### config.mk
export PLATFORM = sky130hd
export DESIGN_NAME = id_hazard_ctrl
export DESIGN_NICKNAME = d
export VERILOG_FILES = /design/src/rtl/id_hazard_ctrl.sv
export SDC_FILE = /design/constraint.sdc
export NUM_CORES = 1
export LEC_CHECK = 0
export CORE_MARGIN = 3
export CORE_UTILIZATION = 34
export DETAILED_ROUTE_END_ITERATION = 7
export GPL_TIMING_DRIVEN = 0
export PLACE_DENSITY_LB_ADDON = 0.1
export SYNTH_ARGS = -nofsm -noshare
export SYNTH_HDL_FRONTEND = slang
export SYNTH_SLANG_ARGS = --single-unit
### constraint.sdc
create_clock -name clk -period 3.6 [get_ports clk]
set_input_delay 1.08 -clock clk [delete_from_list [all_inputs] [get_ports clk]]
set_output_delay 1.08 -clock clk [all_outputs]
set_load 0.01 [all_outputs]
### src/rtl/id_hazard_ctrl.sv
// ID-stage hazard control: register scoreboard, RAW/WAW stall, redirect flush.
// Define HAZ_WB_BYPASS_EN to let a same-cycle write-back release the hazard.
module id_hazard_ctrl #(
   parameter int NUM_REGS     = 32,
   parameter int REG_SEL      = $clog2(NUM_REGS),
   parameter int FLUSH_CYCLES = 2
) (
   input  logic                clk,
   input  logic                rst,
   input  logic                id_valid,
   input  logic [REG_SEL-1:0]  id_rs1,
   input  logic [REG_SEL-1:0]  id_rs2,
   input  logic [REG_SEL-1:0]  id_rd,
   input  logic                id_uses_rs2,
   input  logic                id_reg_write,
   input  logic                wb_reg_write,
   input  logic [REG_SEL-1:0]  wb_rd,
   input  logic                ex_redirect,
   output logic                stall,
   output logic                issue,
   output logic                flush_ifid,
   output logic                flush_idex,
   output logic [NUM_REGS-1:0] pending
);

   typedef enum logic {RUN, FLUSH} state_t;

   localparam logic [3:0] LP_LOAD = 4'(FLUSH_CYCLES - 1);

   state_t               r_state;
   state_t               w_state_nxt;
   logic [3:0]           r_cnt;
   logic [3:0]           w_cnt_nxt;
   logic [NUM_REGS-1:0]  r_pending;
   logic [NUM_REGS-1:0]  w_pend_nxt;
   logic [NUM_REGS-1:0]  w_busy;
   logic [NUM_REGS-1:0]  w_set;
   logic [NUM_REGS-1:0]  w_clr;
   logic [REG_SEL-1:0]   r_last_rd;
   logic                 r_last_set;
   logic                 w_hazard;
   logic                 w_flush;

   assign pending = r_pending;

   // Registers still in flight as seen by the decoder this cycle
   always_comb begin
      w_busy = r_pending;
`ifdef HAZ_WB_BYPASS_EN
      if (wb_reg_write) w_busy[wb_rd] = 1'b0;
`endif
      w_hazard = id_valid &
         (((id_rs1 != '0) & w_busy[id_rs1]) |
          (id_uses_rs2 & (id_rs2 != '0) & w_busy[id_rs2]) |
          (id_reg_write & (id_rd != '0) & w_busy[id_rd]));
   end

   always_ff @(posedge clk or negedge rst) begin
      if (!rst) begin
         r_state <= RUN;
         r_cnt   <= '0;
      end else begin
         r_state <= w_state_nxt;
         r_cnt   <= w_cnt_nxt;
      end
   end

   // The redirect cycle itself is the first bubble, so FLUSH lasts one less
   always_comb begin
      w_state_nxt = r_state;
      w_cnt_nxt   = r_cnt;
      unique case (r_state)
         RUN: begin
            if (ex_redirect && (LP_LOAD != 4'd0)) begin
               w_state_nxt = FLUSH;
               w_cnt_nxt   = LP_LOAD;
            end
         end
         FLUSH: begin
            if (ex_redirect) begin
               w_cnt_nxt = LP_LOAD;
            end else if (r_cnt <= 4'd1) begin
               w_state_nxt = RUN;
               w_cnt_nxt   = '0;
            end else begin
               w_cnt_nxt = r_cnt - 4'd1;
            end
         end
         default: begin
            w_state_nxt = RUN;
            w_cnt_nxt   = '0;
         end
      endcase
   end

   always_comb begin
      w_flush    = ex_redirect | (r_state == FLUSH);
      flush_ifid = w_flush;
      flush_idex = w_flush;
      stall      = w_hazard & ~w_flush;
      issue      = id_valid & ~w_hazard & ~w_flush;
   end

   // A writer squashed by the redirect never reaches write-back
   always_comb begin
      w_set = '0;
      w_clr = '0;
      if (issue & id_reg_write & (id_rd != '0)) w_set[id_rd] = 1'b1;
      if (wb_reg_write) w_clr[wb_rd] = 1'b1;
      if (ex_redirect & r_last_set) w_clr[r_last_rd] = 1'b1;
      w_pend_nxt    = (r_pending & ~w_clr) | w_set;
      w_pend_nxt[0] = 1'b0;
   end

   always_ff @(posedge clk or negedge rst) begin
      if (!rst) begin
         r_pending  <= '0;
         r_last_rd  <= '0;
         r_last_set <= 1'b0;
      end else begin
         r_pending <= w_pend_nxt;
         if (issue) begin
            r_last_rd  <= id_rd;
            r_last_set <= id_reg_write & (id_rd != '0);
         end else begin
            r_last_rd  <= '0;
            r_last_set <= 1'b0;
         end
      end
   end

endmodule

==> Yosys cells after proc, flatten, opt, wreduce, memory -nomap -nowiden <==
Index checks and enable logic that the tools add are counted.
Widths: inputs -> output; s select.
{ "word_totals": {"regBits": 42, "inputBits": 27} }
{ "op_classes": {"n_addsub": 1, "n_lt_le_gt_ge": 9, "n_eq_ne": 1, "muxes": 25, "bitwise": 22, "n_reduce_logical": 6} }
{ "ops": {"columns": ["cell", "count"], "rows": [
  ["$mux 32", 3],
  ["$or 32x32->32", 2],
  ["$and 32x32->32", 1],
  ["$not 32->32", 1],
  ["$lt 5x6->1 const B", 5],
  ["$bmux 1 s5", 3],
  ["$demux 1 s5", 3],
  ["$ge 5x1->1 const B", 3],
  ["$reduce_bool 5->1", 3],
  ["$and 1x1->1", 12],
  ["$mux 4", 3],
  ["$mux 1", 10],
  ["$pmux 4 s2", 1],
  ["$mux 5", 1],
  ["$le 4x1->1 const B", 1],
  ["$sub 4x1->4 const B", 1],
  ["$logic_and 1x1->1", 3],
  ["$not 1->1", 3],
  ["$or 1x1->1", 3],
  ["$ne 2x2->1 const B", 1],
  ["$pmux 1 s2", 1]
]} }

==> Longest topological paths before layout <==
{ "logic_depth": {"ltp_word": 13, "mapped_depth": 9} }

==> Worst setup path after synthesis <==
OpenSTA, ideal clock, no wires.
{ "synth_timing": {"path_type": "input to output", "startpoint": "input id_rs1[0]", "endpoint": "output stall", "arrival_time_ps": 2652, "t_required_ps": 2520, "slack_ps": -132, "cell_stages": 7, "cell_sequence": "buf_2 > mux4_2 > mux2i_1 > nor3b_1 > nor3_4 > o211ai_2 > and2_2"} }
{ "synth_via": {"elab_chain_len": 7} }
{ "synth_lines": {"columns": ["item", "line", "text"], "rows": [
  ["from (decl)", "11", "input logic [REG_SEL-1:0] id_rs1,"],
  ["$bmux 1 s5", "53", "(((id_rs1 != '0) & w_busy[id_rs1]) |"],
  ["$mux 1 (not written as such)", "53", null],
  ["$and 1x1->1 *", "53", null],
  ["$or 1x1->1 *", "53", null],
  ["$or 1x1->1 *", "54", "(id_uses_rs2 & (id_rs2 != '0) & w_busy[id_rs2]) |"],
  ["$and 1x1->1 *", "52", "w_hazard = id_valid &"],
  ["$and 1x1->1 *", "100", "stall = w_hazard & ~w_flush;"],
  ["to (decl)", "19", "output logic stall,"]
]} }
Every way passes the cells marked *; elsewhere a longest branch is shown, timed or not. The select of a mux whose other input is x is not followed.

==> Final worst setup path <==
{ "layout_timing": {"startpoint": "input id_rs2[0]", "endpoint": "output issue"} }
{ "layout_via": {"elab_chain_len": 9} }
{ "layout_lines": {"columns": ["item", "line", "text"], "rows": [
  ["from (decl)", "12", "input logic [REG_SEL-1:0] id_rs2,"],
  ["$bmux 1 s5 / $reduce_bool 5->1 (equally long branches)", "54", null],
  ["$mux 1 (not written as such) / $and 1x1->1 (equally long branches)", "54", null],
  ["$and 1x1->1 *", "54", null],
  ["$or 1x1->1 *", "53", null],
  ["$or 1x1->1 *", "54", null],
  ["$and 1x1->1 *", "52", null],
  ["$not 1->1 *", "101", "issue = id_valid & ~w_hazard & ~w_flush;"],
  ["$and 1x1->1 * (2 in series)", "101", null],
  ["to (decl)", "20", "output logic issue,"]
]} }
Marks and branches as above.

==> results.ini <==
[run_status]
status = finished, violations left
violations = negative setup slack

[grt]
antenna_found_initial = 0
grt_pass1_wl_um = 18440
grt_pass1_vias = 3198
grt_max_degree = 27
grt.overflow.total = 0
grt_usage_pct = 21.67

[final_layout]
post-route-util_pct = 48.68
drive_gt1_share_pct = 29.88
area_growth_pct = 34.83
final_area_um2 = 4369
fillCellCount = 868
antenna_cells = 0
nets = 443

[pwr]
power.leakage_nw = 1.661
power_mw = 1.213
peakVddDrop_mv = 0.1645
power.density_nw_per_um2 = 277.7

[die]
fp.dieArea_um2 = 10740
rows = 34
die_h_um = 103.6
die_w_um = 103.6
io_pins = 63
core_area_um2 = 8976
initial_core_util_pct = 36.10

[worst_hold_path]
hold_class = flip-flop to flip-flop
min-delay-start = r_cnt[1]
worstHoldEndpoint = r_cnt[1]
hold_depth = 2

[detailed_routing]
drcViolationCount = 0
ant_nets = 0
first_iter_violations = 314
vias = 3252
avgViaCountPerCell = 6.011
routedWlPerCell_um = 21.90
drt_first_pass_iters = 4
wl_um = 11850

[place]
port_buffers = 55
place.gp.congestion = 0.8981
dpl-instance-area_um2 = 3991
hpwl_um = 8384

[timing]
fmax_ghz = 0.2564
fin_skew_ns = 0.01551
setup_tns_ns = -0.5554
period_needed_ns = 3.900
hold_violations = 0
setup_viol = 2
worst_hold_slack_ns = 0.5717
worst_pin_slew_ns = 0.6808
slew-limit-headroom_pct = 54.44
worst_slack_ns = -0.3004
rsz0062_at_grt = yes
slew_violations = 0
fin_crit_sh_pct = 108.3

[cts]
clkTransAtPathRegs_ns = 0.10
cts_made_buffers = 5
cts_sinks = 42
htree_levels = 2
cts_tree = yes
cts_root_buf = clkbuf_8
cts_hold_buf = 0
cts_buffer_depth = 2
clk_latency_ns = 0.31

[yosys]
synth_edf_count = 0
yosys_warnings = 0
ys_ff_latch = 42
yosysTopAreaCell = dfrtp_1
synth_area_um2 = 3241
synth.avg_cell_area_um2 = 9.702
synthCells = 334
ys_seq_area_share_pct = 32.43
yosysTopAreaCellShare_pct = 32.43
synth_fp_nets = 363
synth_flop_cell = dfrtp_1
synth_cell_types = 52
async_reset_ff_share_pct = 100.0
ys_top_cells_by_area = dfrtp_1 32%, o221ai_1 8.6%, o21ai_2 8.1%, mux2i_1 7.1%, mux4_2 6.3%

[setup_path]
endpoint_kind = output pin
reg2reg_to = r_last_set
r2r_slack_ns = 1.24
critPathLaunchType = primary input
path_max_fanout = 6
ff2ff_path_depth = 8
cp_data_arrival_time_ns = 2.82
critPathKind = primary input to output pin
r2r-start = pending[26]
required_ns = 2.52

[run]
maxCapViolCount = 0

report_power, final:
part / internal, mW / switching (mW) / total, mW
sequential: 0.494 / 0.0425 / 0.537
combinational: 0.168 / 0.177 / 0.345
clock: 0.140 / 0.192 / 0.332
total: 0.802 / 0.411 / 1.21
sequential cells by signal, summed over array words and instances, names as in the netlist:
name and count:
pending 31, r_last_rd 5, r_cnt 4, r_last_set 1, r_state 1
layer usage:
metal | share of wire [%] | vias to the layer above | routed length, um | GRT usage [%]
li1 | - | 1444 | - | -
met1 | 43 | 1605 | 5131 | 29.44
met2 | 47 | 182 | 5561 | 35.00
met3 | 8.2 | 21 | 970 | 4.602
met4 | 1.6 | 0 | 184 | 6.078
met5 | 0 | - | 0 | 0
metrics by stage:
step | setup slack [ns] | instances
global placement | -1.394 | 515
detailed placement | -1.417 | 516
finish | -0.3004 | 541
floorplan | -0.02870 | 334
CTS | -0.3868 | 538
global route | -0.3258 | 541
layout by cell type, fill, tap and decap left out, types with 5 or more instances in the layout:
master / Yosys / layout
nand2_1: 51 / 51
dfrtp_1: 42 / 42
o221ai_1: 32 / 31
nor3_1: 7 / 7
clkbuf_8: 0 / 7
nand3_1: 5 / 5
buf_6: 6 / 14
or3_1: 5 / 5
nand3b_1: 8 / 8
o21ai_2: 30 / 30
buf_4: 5 / 17
nor2_1: 27 / 26
clkdlybuf4s50_1: 0 / 45
inv_1: 5 / 5
mux2i_1: 23 / 20
a21oi_1: 5 / 5
mux4_2: 9 / 13
cell families after synthesis:
group,after synthesis,share of synthesized area (%)
simple gates,137,21.93
compound gates,86,22.39
flops,42,32.43
mux,37,16.95
buf+inv,29,5.405
fa+ha+maj,2,0.7721
other cells,1,0.1157
final cells by class:
cell class                 instances  area, um2  area share (%)
multi-input combinational        263       2141           49.00
tap                              126      157.7           3.608
sequential                        42       1051           24.06
clock inverter                     3      25.02          0.5727
timing repair buffer              73      695.7           15.92
inverter                           5      18.77          0.4296
buffer                            24      211.5           4.840
clock buffer                       5      68.82           1.575
cell usage after synthesis, drive strengths merged, types with 2 or more instances:
library cell	count
a21oi	5
nand3	6
o22ai	2
clkbuf	8
nand2	51
dfrtp	42
a211o	2
o41ai	2
and2	3
o31ai	2
nor3	8
nor2b	2
nor3b	5
nor4	4
nand2b	6
or3b	3
and3b	2
nand4b	2
mux2i	23
o221ai	32
buf	16
mux4	13
or3	5
ha	2
nor2	27
a311oi	2
inv	5
nand3b	8
o21ai	33
critical path, cell delays in order:
cell and delay (ns):
buf_8 0.10, buf_12 0.12, buf_6 0.12, buf_4 0.16, mux2i_1 0.15, o22ai_1 0.10
a221oi_1 0.36, a211o_4 0.21, o211ai_4 0.09, buf_6 0.14, nor2_4 0.07, buf_6 0.10
how the worst max path moves through the flow:
stage               slack, ns      start  cells past startpoint    end
finish                  -0.30  id_rs2[0]                     12  issue
CTS                     -0.39  id_rs2[0]                     10  issue
global route            -0.33  id_rs2[0]                     11  issue
global placement        -1.39  id_rs2[0]                      9  stall
detailed placement      -1.42  id_rs2[0]                      9  issue
floorplan               -0.03  id_rs2[0]                      7  stall
repair_timing:
action / CTS / global route
setup endpoints to repair: 2 / 2
gates resized for setup: 58 / 23
buffers inserted: 14 / 3
pin swaps: 6 / 5
Power figures use the tool's default switching activity.
